**config.mk**
```make
export PLATFORM = sky130hd
export DESIGN_NAME = nf_chi_compress
export DESIGN_NICKNAME = d
export VERILOG_FILES = /design/src/rtl/nf_chi_compress.sv
export SDC_FILE = /design/constraint.sdc
export NUM_CORES = 1
export LEC_CHECK = 0
export ABC_CLOCK_PERIOD_IN_PS = 1900
export BUFFER_PORTS_ARGS = -buffer_cell sky130_fd_sc_hd__buf_2
export CAP_MARGIN = 20
export CORE_ASPECT_RATIO = 0.5
export CORE_MARGIN = 3
export CORE_UTILIZATION = 45
export DETAILED_ROUTE_END_ITERATION = 16
export PLACE_DENSITY = 0.71
export SYNTH_ARGS = -nofsm -noshare
export SYNTH_HDL_FRONTEND = slang
export SYNTH_SLANG_ARGS = --single-unit
```
**constraint.sdc**
```tcl
create_clock -name clk -period 1.9 [get_ports clk]
set_clock_uncertainty 0.15 [all_clocks]
set_input_delay 0.095 -clock clk [delete_from_list [all_inputs] [get_ports clk]]
set_output_delay 0.095 -clock clk [all_outputs]
set_load 0.1 [all_outputs]
```
**src/rtl/nf_chi_compress.sv**
```systemverilog
// Glitch-barrier register, share-wise XOR compression and plane collection for the
// 3-share null-fresh chi layer. Optional build macro: NF_CF_REG_CLEAR_EN (precharge cf register).
module nf_chi_compress #(
  parameter int ROWS  = 5,
  parameter int CNT_W = 6
) (
  input  logic                clk,
  input  logic                rst,
  input  logic [44:0]         cf_in,
  input  logic                in_valid,
  output logic                in_ready,
  output logic [5*ROWS-1:0]   plane_s1,
  output logic [5*ROWS-1:0]   plane_s2,
  output logic [5*ROWS-1:0]   plane_s3,
  output logic                out_valid,
  input  logic                out_ready,
  output logic                busy
);

  typedef enum logic [1:0] {
    FILL  = 2'd0,
    DRAIN = 2'd1,
    HOLD  = 2'd2
  } state_t;

  state_t             state_r;
  state_t             state_s;
  logic [44:0]        cf_r;
  logic               stage_valid_r;
  logic [CNT_W-1:0]   row_r;
  logic [CNT_W-1:0]   acc_r;
  logic [CNT_W-1:0]   acc_s;
  logic               in_ready_r;
  logic               in_ready_s;
  logic               out_valid_r;
  logic               out_valid_s;
  logic               busy_r;
  logic               busy_s;
  logic               accept_s;
  logic               row_clear_s;
  logic [5*ROWS-1:0]  plane_s1_r;
  logic [5*ROWS-1:0]  plane_s2_r;
  logic [5*ROWS-1:0]  plane_s3_r;
  logic [4:0]         sh1_s;
  logic [4:0]         sh2_s;
  logic [4:0]         sh3_s;

  // Each output bit of share s is the XOR of its own three component functions only.
  function automatic logic [4:0] share_bits(input logic [44:0] cf, input int s);
    logic [4:0] r;
    r = 5'd0;
    for (int g = 0; g < 5; g++) begin
      r[g] = cf[9*g + 3*s] ^ cf[9*g + 3*s + 1] ^ cf[9*g + 3*s + 2];
    end
    return r;
  endfunction

  assign accept_s = in_valid && in_ready_r;
  assign sh1_s    = share_bits(cf_r, 0);
  assign sh2_s    = share_bits(cf_r, 1);
  assign sh3_s    = share_bits(cf_r, 2);

  // Next-state, accepted-row count and registered handshake outputs.
  always_comb begin
    state_s     = state_r;
    acc_s       = acc_r;
    in_ready_s  = 1'b0;
    out_valid_s = 1'b0;
    row_clear_s = 1'b0;
    case (state_r)
      FILL: begin
        if (accept_s) begin
          acc_s = acc_r + CNT_W'(1);
        end else begin
          acc_s = acc_r;
        end
        if (acc_s == CNT_W'(ROWS)) begin
          state_s    = DRAIN;
          in_ready_s = 1'b0;
        end else begin
          in_ready_s = 1'b1;
        end
      end
      DRAIN: begin
        state_s     = HOLD;
        out_valid_s = 1'b1;
      end
      HOLD: begin
        if (out_valid_r && out_ready) begin
          state_s     = FILL;
          acc_s       = {CNT_W{1'b0}};
          row_clear_s = 1'b1;
          in_ready_s  = 1'b1;
        end else begin
          out_valid_s = 1'b1;
        end
      end
      default: begin
        state_s = FILL;
        acc_s   = {CNT_W{1'b0}};
      end
    endcase
    busy_s = (state_s != FILL) || accept_s || (acc_s != {CNT_W{1'b0}});
  end

  // Control state and registered handshake outputs.
  always_ff @(posedge clk) begin
    if (rst) begin
      state_r     <= FILL;
      acc_r       <= {CNT_W{1'b0}};
      in_ready_r  <= 1'b0;
      out_valid_r <= 1'b0;
      busy_r      <= 1'b0;
    end else begin
      state_r     <= state_s;
      acc_r       <= acc_s;
      in_ready_r  <= in_ready_s;
      out_valid_r <= out_valid_s;
      busy_r      <= busy_s;
    end
  end

  // Glitch barrier: cf_in goes straight into the register with no logic in front.
  always_ff @(posedge clk) begin
    if (rst) begin
      cf_r          <= 45'd0;
      stage_valid_r <= 1'b0;
    end else begin
      stage_valid_r <= accept_s;
      if (accept_s) begin
        cf_r <= cf_in;
      end else begin
`ifdef NF_CF_REG_CLEAR_EN
        cf_r <= 45'd0;
`else
        cf_r <= cf_r;
`endif
      end
    end
  end

  // Row write pointer; cleared when a completed plane is handed off.
  always_ff @(posedge clk) begin
    if (rst) begin
      row_r <= {CNT_W{1'b0}};
    end else if (row_clear_s) begin
      row_r <= {CNT_W{1'b0}};
    end else if (stage_valid_r) begin
      row_r <= row_r + CNT_W'(1);
    end else begin
      row_r <= row_r;
    end
  end

  // Plane buffer: old contents are overwritten row by row, never bulk-cleared.
  always_ff @(posedge clk) begin
    if (rst) begin
      plane_s1_r <= {(5*ROWS){1'b0}};
      plane_s2_r <= {(5*ROWS){1'b0}};
      plane_s3_r <= {(5*ROWS){1'b0}};
    end else if (stage_valid_r) begin
      for (int r = 0; r < ROWS; r++) begin
        if (row_r == CNT_W'(r)) begin
          plane_s1_r[5*r +: 5] <= sh1_s;
          plane_s2_r[5*r +: 5] <= sh2_s;
          plane_s3_r[5*r +: 5] <= sh3_s;
        end
      end
    end
  end

  assign in_ready  = in_ready_r;
  assign out_valid = out_valid_r;
  assign busy      = busy_r;
  assign plane_s1  = plane_s1_r;
  assign plane_s2  = plane_s2_r;
  assign plane_s3  = plane_s3_r;

endmodule

```
# Yosys cells after proc, flatten, opt, wreduce, memory -nomap -nowiden
# Index checks and enable logic that the tools add are counted.
# op_classes
n_addsub	2
eq_ne	7
mux	13
n_bitwise	30
reduce_logical	14
# ops
cell	count
1-bit XOR	30
6-bit 2-to-1 mux	3
6-bit case mux with 3 select lines	1
6-bit by 1-bit adder with 6-bit output, second input constant	2
6-bit by 2-bit == test with 1-bit output, second input constant	2
6-bit by 3-bit == test with 1-bit output, second input constant	2
2-bit AND reduction	5
6-bit by 1-bit == test with 1-bit output, second input constant	1
6-bit zero test	1
2-bit case mux with 3 select lines	1
6-bit nonzero test	1
1-bit 2-to-1 mux	4
2-bit 2-to-1 mux	2
1-bit case mux with 2 select lines	2
2-bit by 1-bit == test with 1-bit output, second input constant	1
2-bit == test, second input constant	1
1-bit logical AND	2
2-bit zero test	1
1-bit logical OR	2
2-bit nonzero test	1
2-bit OR reduction	1
# totals
reg_bits	138
inputBits	49
out_inout_bits	78
wordCells	89

# Depth between registers and ports, before layout
# Gate-level depths: netlist of the first run.
# depth
ltp_word	9
depth_mapped	8
ltp_nobuf	7

# Worst setup path before layout of the first run
# No wires, ideal clock.
# synth_timing
kind	flip-flop to flip-flop
startpoint	reg in_ready_r (netlist: in_ready)
endpoint	reg busy_r (netlist: busy)
setup_time_ps	129
arrival_time_ps	2140
slack_ps	-519
path_stages_with_launch	6
path_buffers	0
synth_period_minus_slack_ps	2419
path_cell_list	dfxtp_1 -> nand2_1 -> nor4_2 -> o211ai_2 -> o311a_1 -> nand4bb_1
# synth_between
elab_chain_cells	9
word_cells_on_any_way	11
# synth_rtl
item	line_no	text
start, declared	33	logic in_ready_r;
start signal, assigned	117	in_ready_r <= in_ready_s;
1-bit logical AND (*)	58	assign accept_s = in_valid && in_ready_r;
6-bit 2-to-1 mux	72	if (accept_s) begin
6-bit 2-to-1 mux	70	case (state_r)
6-bit by 3-bit == test with 1-bit output	77	if (acc_s == CNT_W'(ROWS)) begin
2-bit 2-to-1 mux	77	
2-bit case mux with 3 select lines	70	
2-bit nonzero test	103	busy_s = (state_s != FILL) || accept_s || (acc_s != {CNT_W{1'b0}});
1-bit logical OR	103	
1-bit logical OR (*)	103	
end signal, assigned	119	busy_r <= busy_s;
end, declared	37	logic busy_r;
# Every way passes the cells marked *; elsewhere a longest branch is shown, timed or not. The select of a mux whose other input is x is not followed.
# A chain may end at the register's enable or synchronous reset.

# Worst setup path after layout of the first run
# layout_timing
startpoint	in in_valid
endpoint	reg busy_r (netlist: busy)
# layout_between
elab_chain_cells	9
word_cells_on_any_way	11
# layout_rtl
item	line_no	text
start, declared	10	input logic in_valid,
1-bit logical AND (*)	58	
6-bit 2-to-1 mux	72	
6-bit 2-to-1 mux	70	
6-bit by 3-bit == test with 1-bit output	77	
2-bit 2-to-1 mux	77	
2-bit case mux with 3 select lines	70	
2-bit nonzero test	103	
1-bit logical OR	103	
1-bit logical OR (*)	103	
# Marks and branches as above.

==> results of run 1 <==
==> critical path, delay by kind of cell <==
kind / cells / cell delay [ns]
buffers and inverters: 3 / 0.90
AO/OA/AOI/OAI: 3 / 0.65
AND/OR/NAND/NOR: 2 / 0.36
==> how the worst min path moves through the flow <==
stage / startpoint / endpoint / slack [ns] / cells past startpoint
after floorplan: cf_in[0] / cf_r[0] / 0.08 / 2
after global placement: cf_in[32] / cf_r[32] / 0.19 / 3
after detailed placement: cf_in[41] / cf_r[41] / 0.19 / 3
after CTS: plane_s2[0] / plane_s2[0] / 0.30 / 2
after global routing: plane_s3[1] / plane_s3[1] / 0.32 / 2
final: plane_s1[2] / plane_s1[2] / 0.30 / 2
==> sequential cells by signal, indices dropped and copies added, names as in the netlist <==
register,flops
stage_valid_r,1
busy,1
row_r,6
out_valid,1
plane_s2,25
plane_s3,25
acc_r,6
plane_s1,25
cf_r,45
state_r,2
in_ready,1
==> per-layer routing <==
metal  wire, µm  global-route usage (%)  vias to the layer above
li1           -                       -                     2605
met2       7260                    38.0                      147
met1       6630                    28.2                     2398
met4        333                    8.90                        0
met3        859                    4.73                       27
met5          0                       0                        -
==> final cells by class <==
cell class | instances | area, µm²
multi-input combinational | 493 | 2520
fill | 973 | 3960
tap | 159 | 199
inverter | 7 | 26.3
clock buffer | 17 | 425
sequential | 138 | 2780
timing repair buffer | 210 | 1390
clock inverter | 15 | 151
==> layout by cell type (no fill, tap or decap), types with 4 or more instances in the layout <==
cell type,instances
a21oi_1,126
and2_1,4
buf_2,125
buf_4,36
clkbuf_16,17
clkinv_2,5
clkinv_4,4
dfxtp_1,132
dlygate4sd3_1,48
ha_1,7
inv_1,7
nand2_1,254
nor2_1,11
o21ai_1,4
xnor2_1,32
==> power groups by stage <==
stage                     Sequential, W  Combinational [W]  Clock (W)
after floorplan                 0.00315           0.000268          0
final                           0.00300           0.000662    0.00320
after CTS                       0.00299           0.000651    0.00324
after global placement          0.00305           0.000566          0
after detailed placement        0.00306           0.000572          0
after global routing            0.00300           0.000716    0.00339
==> repair_timing <==
action,CTS,global route
hold buffers,48,0
endpoints found under the setup margin,1,2
resized for setup,2,9
endpoints found under the hold margin,48,0
pin swaps,3,2
buffers inserted,2,0
==> metrics by stage <==
stage               setup slack [ns]  setup TNS [ns]  utilization (%)
finish                        0.0256               0             65.4
floorplan                    0.00681               0                -
detailed placement            0.0402               0             55.7
global route                 -0.0452         -0.0452             65.4
global placement              0.0746               0             55.7
CTS                          0.00630               0             65.1
==> kinds of logic after synthesis <==
group	count (synthesis)	share of synthesized area [%]
simple gates	299	22.6
compound gates	149	14.7
flops	138	50.2
buf+inv	54	4.73
xor+xnor	35	5.57
fa+ha+maj	9	2.05
mux	1	0.182
==> impl_metrics.xml, run 1 <==
<?xml version="1.0" encoding="UTF-8"?>
<metrics>
  <group name="drt">
    <metric name="vias" unit="">5177</metric>
    <metric name="detailedRoute.firstPassIterationCount" unit="">5</metric>
    <metric name="totalWireLength" unit="µm">15100</metric>
    <metric name="detail-route-antenna-nets" unit="">0</metric>
    <metric name="drc" unit="">0</metric>
    <metric name="drt_iter0_drc" unit="">331</metric>
    <metric name="detail_routed_via_count_per_cell" unit="">4.98</metric>
    <metric name="detail_route.wl_per_cell" unit="µm">14.5</metric>
  </group>
  <group name="clock_tree">
    <metric name="cts_htree_levels" unit="">4</metric>
    <metric name="worst_setup_hold_path_clk_slew" unit="ns">0.06</metric>
    <metric name="cts-root-to-sink-buffers" unit="">2</metric>
    <metric name="insertion_delay" unit="ns">0.41</metric>
    <metric name="numClockSinks" unit="">138</metric>
    <metric name="clock_tree_from_tritoncts" unit="">yes</metric>
    <metric name="cts_root_buf" unit="">clkbuf_16</metric>
    <metric name="cts-buffers-inserted" unit="">17</metric>
  </group>
  <group name="synthesis">
    <metric name="largest_cells_by_area_after_synthesis" unit="">dfxtp_1 (50%), nand2_1 (17%), a21oi_1 (11%)</metric>
    <metric name="synth-warning-count" unit="">0</metric>
    <metric name="synth.distinct_cells" unit="">46</metric>
    <metric name="post_synthesis_average_cell_area" unit="µm²">8.04</metric>
    <metric name="ys_seq_elements" unit="">138</metric>
    <metric name="synthFlopType" unit="">dfxtp_1</metric>
    <metric name="yosysMostFrequentCell" unit="">nand2_1</metric>
    <metric name="async_flop_share" unit="%">0</metric>
    <metric name="synth_sequential_area_ratio" unit="%">50.2</metric>
    <metric name="synth.top_cells.by_count" unit="">nand2_1 (254), dfxtp_1 (138), a21oi_1 (126), xnor2_1 (32), clkbuf_1 (24)</metric>
    <metric name="syn_inst" unit="">685</metric>
    <metric name="synth_area" unit="mm²">0.00551</metric>
    <metric name="yosys.area.top_type_share" unit="%">50.2</metric>
    <metric name="count_of_flip_flops_with_a_built_in_enable_after_synthesis" unit="">0</metric>
    <metric name="netlist.top_cell.by_area" unit="">dfxtp_1</metric>
    <metric name="synth.net_count" unit="">743</metric>
  </group>
  <group name="power_and_ir_drop">
    <metric name="leakage" unit="nW">3.04</metric>
    <metric name="power_switching_share" unit="%">25.1</metric>
    <metric name="power.density" unit="mW/mm²">916</metric>
    <metric name="proportion_of_power_drawn_by_the_clock_network" unit="%">46.7</metric>
    <metric name="ir_drop" unit="µV">614</metric>
    <metric name="design_power_total" unit="W">0.00686</metric>
    <metric name="power.share.combinational" unit="%">9.7</metric>
    <metric name="p_sw" unit="W">0.00172</metric>
    <metric name="power.internal" unit="W">0.00514</metric>
    <metric name="sequentialPowerShare" unit="%">43.7</metric>
  </group>
  <group name="global_routing">
    <metric name="antenna_found_initial" unit="">0</metric>
    <metric name="grt_pass1_vias" unit="">5032</metric>
    <metric name="grt_first_pass_wirelength" unit="µm">24600</metric>
    <metric name="grt_start_max_net_pins" unit="">56</metric>
    <metric name="grt_use_total" unit="%">22.4</metric>
    <metric name="grt-ovfl-total" unit="">0</metric>
  </group>
  <group name="setup_path">
    <metric name="timing.critical_path.required" unit="ns">2.03</metric>
    <metric name="crit_path_end" unit="">busy</metric>
    <metric name="criticalPathCategory" unit="">input port to register</metric>
    <metric name="critPathLaunch" unit="">in_valid</metric>
    <metric name="critPathArrivalTime" unit="ns">2.01</metric>
    <metric name="timing.critical_path.from_type" unit="">input port</metric>
    <metric name="cp-end-kind" unit="">register</metric>
    <metric name="worstReg2RegEnd" unit="">busy</metric>
    <metric name="regToRegSetupSlack" unit="ns">0.04</metric>
    <metric name="reg_to_reg_startpoint" unit="">state_r[0]</metric>
    <metric name="crit_fanout" unit="">22</metric>
    <metric name="timing.critical_path.cells" unit="">dlygate4sd3_1 -&gt; buf_2 -&gt; and2_2 -&gt; buf_4 -&gt; a31oi_2 -&gt; o21ai_1 -&gt; a21oi_1 -&gt; nand4bb_1</metric>
    <metric name="worst_path_max_delay_cell" unit="">dlygate4sd3_1</metric>
    <metric name="critical-path-max-stage-delay" unit="ns">0.53</metric>
    <metric name="worstRegToRegCells" unit="">6</metric>
  </group>
  <group name="cells_and_area">
    <metric name="final_cell_area" unit="mm²">0.00749</metric>
    <metric name="area.growth.synth_to_final" unit="%">36.0</metric>
    <metric name="post_route_cells_drive_above_1_share" unit="%">24.8</metric>
    <metric name="layoutNonFillerInstCount" unit="">1039</metric>
    <metric name="nNetsFinal" unit="">925</metric>
    <metric name="antenna-diode-count" unit="">0</metric>
  </group>
  <group name="timing">
    <metric name="timing.final.crit_period" unit="ns">1.87</metric>
    <metric name="final_max_slew_viol_count" unit="">0</metric>
    <metric name="max_clock_freq" unit="MHz">533</metric>
    <metric name="final-setup-viol-count" unit="">0</metric>
    <metric name="worst_slew_margin_rel" unit="%">60.4</metric>
    <metric name="least_margin_pin_slew" unit="ns">0.590</metric>
    <metric name="timing_hold_violations_final" unit="">0</metric>
    <metric name="timing.final.crit_share" unit="%">98.7</metric>
    <metric name="hold_slack" unit="ns">0.301</metric>
    <metric name="grt_setup_unrepaired" unit="">yes</metric>
  </group>
  <group name="place">
    <metric name="placedInstanceArea" unit="mm²">0.00637</metric>
    <metric name="hpwl" unit="µm">9620</metric>
    <metric name="gp_congestion" unit="">0.861</metric>
    <metric name="post-place-cells" unit="">957</metric>
    <metric name="portBuffers" unit="">126</metric>
  </group>
  <group name="die">
    <metric name="die_h" unit="µm">84.2</metric>
    <metric name="die_w" unit="µm">162</metric>
    <metric name="pin_count" unit="">127</metric>
    <metric name="core_footprint" unit="mm²">0.0115</metric>
    <metric name="fp.dieArea" unit="mm²">0.0137</metric>
    <metric name="row_count" unit="">27</metric>
    <metric name="initial_cell_density_of_the_core" unit="%">48.1</metric>
  </group>
  <group name="flow_run">
    <metric name="drv.max_cap_violation_count" unit="">0</metric>
  </group>
  <group name="worst_hold_path">
    <metric name="hold_class" unit="">register to register</metric>
  </group>
  <group name="status">
    <metric name="status" unit="">finished clean</metric>
  </group>
</metrics>
Note: power is estimated with default switching activity, not from simulation.
==> inputs of run 2 (changes only) <==
--- a/config.mk
+++ b/config.mk
@@ -5,14 +5,16 @@
 export SDC_FILE = /design/constraint.sdc
 export NUM_CORES = 1
 export LEC_CHECK = 0
+export ABC_AREA = 1
 export ABC_CLOCK_PERIOD_IN_PS = 1900
 export BUFFER_PORTS_ARGS = -buffer_cell sky130_fd_sc_hd__buf_2
 export CAP_MARGIN = 20
 export CORE_ASPECT_RATIO = 0.5
-export CORE_MARGIN = 3
+export CORE_MARGIN = 5
 export CORE_UTILIZATION = 45
 export DETAILED_ROUTE_END_ITERATION = 16
-export PLACE_DENSITY = 0.71
+export PLACE_DENSITY = 0.72
+export SLEW_MARGIN = 20
 export SYNTH_ARGS = -nofsm -noshare
 export SYNTH_HDL_FRONTEND = slang
 export SYNTH_SLANG_ARGS = --single-unit
==> run 2 against run 1 <==
Cell area fell by 4.3%. Register-to-register slack gained 0.15 ns. Sequential power increased by 2%.
==> impl_metrics.xml, run 2 <==
<?xml version="1.0" encoding="UTF-8"?>
<metrics>
  <group name="place">
    <metric name="gp_congestion" unit="">0.848</metric>
    <metric name="placedInstanceArea" unit="mm²">0.00609</metric>
    <metric name="portBuffers" unit="">126</metric>
    <metric name="hpwl" unit="µm">9310</metric>
  </group>
  <group name="setup_path">
    <metric name="timing.critical_path.cells" unit="">nor2_1 -&gt; nand4_1 -&gt; nor2_1 -&gt; buf_12 -&gt; o21ai_0 -&gt; a21oi_1</metric>
    <metric name="cp-end-kind" unit="">register</metric>
    <metric name="critical-path-max-stage-delay" unit="ns">0.33</metric>
    <metric name="reg_to_reg_startpoint" unit="">row_r[5]</metric>
    <metric name="worstReg2RegEnd" unit="">plane_s3[2]</metric>
    <metric name="worst_path_max_delay_cell" unit="">dfxtp_1</metric>
    <metric name="regToRegSetupSlack" unit="ns">0.19</metric>
    <metric name="criticalPathCategory" unit="">register to register</metric>
    <metric name="timing.critical_path.required" unit="ns">2.10</metric>
    <metric name="worst_path_most_repeated_cell" unit="">nor2_1</metric>
    <metric name="cp_top_family" unit="">simple AND/OR/NAND/NOR gates</metric>
    <metric name="worstRegToRegCells" unit="">6</metric>
    <metric name="crit_fanout" unit="">30</metric>
    <metric name="critPathArrivalTime" unit="ns">1.91</metric>
    <metric name="timing.critical_path.from_type" unit="">register</metric>
    <metric name="path_buf_inv" unit="">1</metric>
  </group>
  <group name="die">
    <metric name="initial_cell_density_of_the_core" unit="%">46.7</metric>
    <metric name="die_w" unit="µm">162</metric>
    <metric name="row_count" unit="">27</metric>
    <metric name="fp.dieArea" unit="mm²">0.0140</metric>
    <metric name="die_h" unit="µm">86.1</metric>
    <metric name="pin_count" unit="">127</metric>
    <metric name="core_footprint" unit="mm²">0.0111</metric>
  </group>
  <group name="synthesis">
    <metric name="syn_inst" unit="">631</metric>
    <metric name="yosysMostFrequentCell" unit="">dfxtp_1</metric>
    <metric name="synth-warning-count" unit="">0</metric>
    <metric name="count_of_flip_flops_with_a_built_in_enable_after_synthesis" unit="">0</metric>
    <metric name="synth_sequential_area_ratio" unit="%">53.0</metric>
    <metric name="netlist.top_cell.by_area" unit="">dfxtp_1</metric>
    <metric name="post_synthesis_average_cell_area" unit="µm²">8.25</metric>
    <metric name="async_flop_share" unit="%">0</metric>
    <metric name="synth_area" unit="mm²">0.00521</metric>
    <metric name="synth.distinct_cells" unit="">25</metric>
    <metric name="synth.top_cells.by_count" unit="">dfxtp_1 (138), o21ai_0 (123), nor2_1 (113), a21oi_1 (86), nand2_1 (38)</metric>
    <metric name="synthFlopType" unit="">dfxtp_1</metric>
    <metric name="yosys.area.top_type_share" unit="%">53.0</metric>
    <metric name="largest_cells_by_area_after_synthesis" unit="">dfxtp_1 (53%), o21ai_0 (12%), a21oi_1 (8.3%)</metric>
    <metric name="ys_seq_elements" unit="">138</metric>
    <metric name="synth.net_count" unit="">689</metric>
  </group>
  <group name="global_routing">
    <metric name="top_usage_layer" unit="">met2</metric>
    <metric name="grt_use_total" unit="%">20.8</metric>
    <metric name="grt_pass1_vias" unit="">4560</metric>
    <metric name="antenna_found_initial" unit="">0</metric>
    <metric name="grt_start_max_net_pins" unit="">69</metric>
    <metric name="met1_routing_resource_usage_after_global_routing" unit="%">27.2</metric>
    <metric name="grt_util_met2" unit="%">34.1</metric>
    <metric name="grt_use_met3" unit="%">4.90</metric>
    <metric name="grt-ovfl-total" unit="">0</metric>
    <metric name="grt_first_pass_wirelength" unit="µm">23100</metric>
  </group>
  <group name="clock_tree">
    <metric name="clock_tree_from_tritoncts" unit="">yes</metric>
    <metric name="worst_setup_hold_path_clk_slew" unit="ns">0.06</metric>
    <metric name="post_cts.repair.setup_buffers" unit="">0</metric>
    <metric name="insertion_delay" unit="ns">0.41</metric>
    <metric name="cts_htree_levels" unit="">4</metric>
    <metric name="cts-root-to-sink-buffers" unit="">2</metric>
    <metric name="cts_root_buf" unit="">clkbuf_16</metric>
    <metric name="numClockSinks" unit="">138</metric>
    <metric name="cts-buffers-inserted" unit="">17</metric>
  </group>
  <group name="cells_and_area">
    <metric name="layout_commonest_cell" unit="">dfxtp_1</metric>
    <metric name="largest_register_ff_count" unit="">45</metric>
    <metric name="final_cell_area" unit="mm²">0.00717</metric>
    <metric name="register_area" unit="mm²">0.00277</metric>
    <metric name="most-common-layout-cells" unit="">dfxtp_1 (136), buf_2 (126), o21ai_0 (123), nor2_1 (109), a21oi_1 (85)</metric>
    <metric name="area.growth.synth_to_final" unit="%">37.6</metric>
    <metric name="post_route_cells_drive_above_1_share" unit="%">23.9</metric>
    <metric name="n_fill_cell" unit="">948</metric>
    <metric name="utilization" unit="%">64.3</metric>
    <metric name="largest_register" unit="">cf_r</metric>
    <metric name="area_occupied_by_multi_input_gates" unit="mm²">0.00220</metric>
    <metric name="antenna-diode-count" unit="">0</metric>
    <metric name="nNetsFinal" unit="">862</metric>
  </group>
  <group name="drt">
    <metric name="drt_iter0_drc" unit="">389</metric>
    <metric name="detail_route.wl_per_cell" unit="µm">14.8</metric>
    <metric name="vias" unit="">4817</metric>
    <metric name="totalWireLength" unit="µm">14200</metric>
    <metric name="detail_routed_via_count_per_cell" unit="">5.01</metric>
    <metric name="detail-route-antenna-nets" unit="">0</metric>
    <metric name="detailedRoute.firstPassIterationCount" unit="">5</metric>
    <metric name="drc" unit="">0</metric>
  </group>
  <group name="worst_hold_path">
    <metric name="hold-path-cell-count" unit="">7</metric>
    <metric name="hold_class" unit="">input port to register</metric>
    <metric name="hold_end" unit="">acc_r[1]</metric>
    <metric name="hp-start" unit="">in_valid</metric>
  </group>
  <group name="timing">
    <metric name="least_margin_pin_slew" unit="ns">0.604</metric>
    <metric name="timing.final.crit_period" unit="ns">1.71</metric>
    <metric name="final-setup-viol-count" unit="">0</metric>
    <metric name="timing_hold_violations_final" unit="">0</metric>
    <metric name="timing.setup.tns" unit="ns">0</metric>
    <metric name="final_max_slew_viol_count" unit="">0</metric>
    <metric name="worst_slew_margin_rel" unit="%">59.6</metric>
    <metric name="grt_setup_unrepaired" unit="">no</metric>
    <metric name="max_clock_freq" unit="MHz">584</metric>
    <metric name="timing.final.crit_share" unit="%">90.1</metric>
  </group>
  <group name="power_and_ir_drop">
    <metric name="leakage" unit="nW">3.20</metric>
    <metric name="power.density" unit="mW/mm²">1020</metric>
    <metric name="ir_drop" unit="µV">592</metric>
  </group>
  <group name="flow_run">
    <metric name="drv.max_cap_violation_count" unit="">0</metric>
  </group>
  <group name="status">
    <metric name="status" unit="">finished clean</metric>
  </group>
</metrics>
[run 2: cell types whose count changed in the layout (fill, tap and decap cells not counted), moves of 18 or more]
cell / before / now
nor2_1: 11 / 109
inv_1: 7 / 25
o21ai_0: 3 / 123
buf_4: 36 / 13
a21oi_1: 126 / 85
nand2_1: 254 / 37
[run 2: worst reg2reg max path: stages (launching register included)]
cell and delay [ns]:
dfxtp_1 0.33, nor2_1 0.19, nand4_1 0.28, nor2_1 0.26
buf_12 0.20, o21ai_0 0.11, a21oi_1 0.13
[run 2: where the power goes]
part | internal, W | switching [W] | total (W)
combinational | 0.000304 | 0.000582 | 0.000886
clock | 0.00200 | 0.00134 | 0.00334
sequential | 0.00300 | 0.0000665 | 0.00306
[run 2: worst max path at each step]
| stage | end | cells after the start | slack, ns | start |
|---|---|---|---|---|
| after floorplan | busy | 11 | 0.05 | in_ready |
| after global placement | busy | 10 | 0.19 | state_r[0] |
| after detailed placement | busy | 10 | 0.13 | state_r[0] |
| after CTS | busy | 10 | 0.12 | state_r[0] |
| after global routing | plane_s1[16] | 6 | 0.02 | row_r[5] |
| final | plane_s3[2] | 6 | 0.19 | row_r[5] |
[run 2: area by class of cell]
class                           count  area share, %
Sequential cell                   138           38.6
Multi-Input combinational cell    428           30.7
Timing Repair Buffer              192           18.4
Clock buffer                       18           6.13
Tap cell                          145           2.53
Clock inverter                     14           2.22
Inverter                           27           1.48
[run 2: routing by layer]
metal,wire length (µm),vias up
li1,-,2445
met1,6660,2228
met2,6720,129
met3,699,15
met4,159,0
met5,0,-
[run 2: per-stage QoR]
stage               hold slack [ns]  power [W]  worst slack, ns  std cells
global route                 0.0992    0.00759           0.0155        962
detailed placement            0.187    0.00393            0.129        883
floorplan                   0.00665    0.00365           0.0496        631
global placement              0.192    0.00392            0.192        883
finish                       0.0610    0.00729            0.189        962
CTS                          0.0517    0.00733            0.121        962
[run 2: timing repair]
item / 4_1_cts / 5_1_grt
hold buffers: 47 / 0
hold endpoints to repair: 50 / 0
endpoints found under the setup margin: 0 / 4
gates resized for setup: 0 / 3
[run 2: logic make-up (layout without fill, tap and decap cells)]
family | after synthesis | count (layout) | synth area share, %
simple gates | 175 | 175 | 13.8
compound gates | 212 | 212 | 20.5
buf+inv | 65 | 251 | 5.19
flops | 138 | 138 | 53.0
fa+ha+maj | 9 | 9 | 2.16
xor+xnor | 32 | 32 | 5.38
==> inputs of run 3 (changes only) <==
--- a/config.mk
+++ b/config.mk
@@ -13,7 +13,7 @@
 export CORE_MARGIN = 5
 export CORE_UTILIZATION = 45
 export DETAILED_ROUTE_END_ITERATION = 16
-export PLACE_DENSITY = 0.72
+export PLACE_DENSITY = 0.76
 export SLEW_MARGIN = 20
 export SYNTH_ARGS = -nofsm -noshare
 export SYNTH_HDL_FRONTEND = slang
==> run 3 against run 2 <==
Sequential power about the same. Total power increased by 0.30%. Cell count unchanged. Global-route usage decreased by 0.28 points. Clock-buffer cell count increased by 1. Setup slack got worse by 0.046 ns. Maximum frequency decreased by 2.6%. Hold slack improved by 0.032 ns. Critical path depth increased by 4. Die area unchanged. First-iteration DRC count increased by 15%. Combinational power decreased by 2%. Critical endpoint is now busy.
==> impl_metrics.xml, run 3 (same netlist as run 2, synthesis figures left out) <==
<?xml version="1.0" encoding="UTF-8"?>
<metrics>
  <group name="status">
    <metric name="status" unit="">finished clean</metric>
  </group>
  <group name="cells_and_area">
    <metric name="register_area" unit="mm²">0.00277</metric>
    <metric name="largest_register" unit="">cf_r</metric>
    <metric name="antenna-diode-count" unit="">0</metric>
    <metric name="area_occupied_by_multi_input_gates" unit="mm²">0.00219</metric>
    <metric name="n_fill_cell" unit="">916</metric>
    <metric name="post_route_cells_drive_above_1_share" unit="%">24.0</metric>
    <metric name="layout_commonest_cell" unit="">dfxtp_1</metric>
    <metric name="most-common-layout-cells" unit="">dfxtp_1 (135), buf_2 (126), o21ai_0 (123), nor2_1 (109), a21oi_1 (85)</metric>
    <metric name="nNetsFinal" unit="">862</metric>
    <metric name="largest_register_ff_count" unit="">45</metric>
    <metric name="area.growth.synth_to_final" unit="%">37.0</metric>
    <metric name="layoutNonFillerInstCount" unit="">962</metric>
  </group>
  <group name="timing">
    <metric name="final-setup-viol-count" unit="">0</metric>
    <metric name="worst_slew_margin_rel" unit="%">62.5</metric>
    <metric name="least_margin_pin_slew" unit="ns">0.561</metric>
    <metric name="timing.final.crit_share" unit="%">92.5</metric>
    <metric name="grt_setup_unrepaired" unit="">no</metric>
    <metric name="timing.final.crit_period" unit="ns">1.76</metric>
    <metric name="timing_hold_violations_final" unit="">0</metric>
    <metric name="hold_slack" unit="ns">0.0927</metric>
    <metric name="timing.setup.tns" unit="ns">0</metric>
    <metric name="max_clock_freq" unit="MHz">569</metric>
    <metric name="final_max_slew_viol_count" unit="">0</metric>
  </group>
  <group name="global_routing">
    <metric name="grt_use_total" unit="%">20.5</metric>
    <metric name="grt_start_max_net_pins" unit="">69</metric>
    <metric name="grt_pass1_vias" unit="">4583</metric>
    <metric name="antenna_found_initial" unit="">0</metric>
    <metric name="grt-ovfl-total" unit="">0</metric>
    <metric name="grt_first_pass_wirelength" unit="µm">22700</metric>
  </group>
  <group name="setup_path">
    <metric name="criticalPathCategory" unit="">register to register</metric>
    <metric name="timing.critical_path.required" unit="ns">2.04</metric>
    <metric name="critPathArrivalTime" unit="ns">1.90</metric>
    <metric name="crit_fanout" unit="">8</metric>
    <metric name="cp-end-kind" unit="">register</metric>
    <metric name="timing.critical_path.from_type" unit="">register</metric>
    <metric name="reg_to_reg_startpoint" unit="">state_r[0]</metric>
    <metric name="critPathLaunch" unit="">state_r[0]</metric>
  </group>
  <group name="power_and_ir_drop">
    <metric name="design_power_total" unit="W">0.00731</metric>
    <metric name="leakage" unit="nW">3.19</metric>
    <metric name="power.density" unit="mW/mm²">1020</metric>
    <metric name="ir_drop" unit="µV">552</metric>
  </group>
  <group name="clock_tree">
    <metric name="worst_setup_hold_path_clk_slew" unit="ns">0.06</metric>
    <metric name="cts_htree_levels" unit="">4</metric>
    <metric name="numClockSinks" unit="">138</metric>
    <metric name="post_cts.repair.setup_buffers" unit="">0</metric>
    <metric name="cts-buffers-inserted" unit="">17</metric>
    <metric name="cts-root-to-sink-buffers" unit="">2</metric>
    <metric name="insertion_delay" unit="ns">0.41</metric>
    <metric name="clock_tree_from_tritoncts" unit="">yes</metric>
    <metric name="cts_root_buf" unit="">clkbuf_16</metric>
  </group>
  <group name="drt">
    <metric name="detailedRoute.firstPassIterationCount" unit="">5</metric>
    <metric name="drc" unit="">0</metric>
    <metric name="vias" unit="">4971</metric>
    <metric name="detail_routed_via_count_per_cell" unit="">5.17</metric>
    <metric name="detail-route-antenna-nets" unit="">0</metric>
    <metric name="detail_route.wl_per_cell" unit="µm">14.8</metric>
    <metric name="drt_iter0_drc" unit="">449</metric>
    <metric name="totalWireLength" unit="µm">14300</metric>
  </group>
  <group name="place">
    <metric name="hpwl" unit="µm">9400</metric>
    <metric name="portBuffers" unit="">126</metric>
    <metric name="post-place-cells" unit="">883</metric>
    <metric name="gp_congestion" unit="">0.936</metric>
  </group>
  <group name="die">
    <metric name="row_count" unit="">27</metric>
    <metric name="fp.dieArea" unit="mm²">0.0140</metric>
    <metric name="die_w" unit="µm">162</metric>
    <metric name="die_h" unit="µm">86.1</metric>
    <metric name="core_footprint" unit="mm²">0.0111</metric>
    <metric name="initial_cell_density_of_the_core" unit="%">46.7</metric>
    <metric name="pin_count" unit="">127</metric>
  </group>
  <group name="flow_run">
    <metric name="drv.max_cap_violation_count" unit="">0</metric>
  </group>
  <group name="worst_hold_path">
    <metric name="hp-start" unit="">in_valid</metric>
    <metric name="hold_class" unit="">input port to register</metric>
  </group>
</metrics>
run 3: critical path, cell delays in order (launching register included):
cell and delay (ns):
dfxtp_2 0.35, inv_1 0.09, ha_1 0.32, inv_1 0.11, nor2_1 0.06, a21oi_2 0.15
nand3_1 0.12, nor2_1 0.10, nand2_1 0.06, nand2_1 0.07, nand3_2 0.07
run 3: timing repair:
action | in CTS | in global routing
endpoints found under the setup margin | 0 | 1
endpoints found under the hold margin | 48 | 0
hold buffers | 47 | 0
resized for setup | 0 | 4
run 3: cell type report:
class	count	share of cell area, %
Sequential cell	138	38.8
Multi-Input combinational cell	428	30.7
Timing Repair Buffer	192	18.0
Clock buffer	19	6.21
Tap cell	145	2.54
Clock inverter	13	2.33
Inverter	27	1.49
run 3: per-stage QoR:
step	utilization (%)	worst slack, ns	instance area (µm²)
finish	64.0	0.143	7140
detailed placement	54.3	0.123	6050
global route	64.0	0.0515	7140
CTS	64.0	0.0339	7130
floorplan	-	0.0496	5210
global placement	54.3	0.221	6050
run 3: power by group:
group	leakage (nW)	switching [W]	total, W	internal (W)
registers	1.12	0.0000672	0.00307	0.00300
logic	1.78	0.000577	0.000866	0.000289
clock network	0.290	0.00127	0.00338	0.00211
run 3: metal layers:
metal | GRT usage [%] | vias up | share of wire (%)
met4 | 6.52 | 0 | 1.5
met2 | 35.3 | 179 | 48
li1 | - | 2451 | -
met5 | 0 | - | 0
met3 | 4.90 | 21 | 6.8
met1 | 25.7 | 2320 | 44
run 3: final timing paths:
path / endpoint / slack (ns) / depth (start not counted)
worst max register to register: busy / 0.14 / 10
worst max-delay path: busy / 0.14 / 10
worst min register to register: row_r[5] / 0.35 / 2
worst min-delay path: acc_r[1] / 0.09 / 7
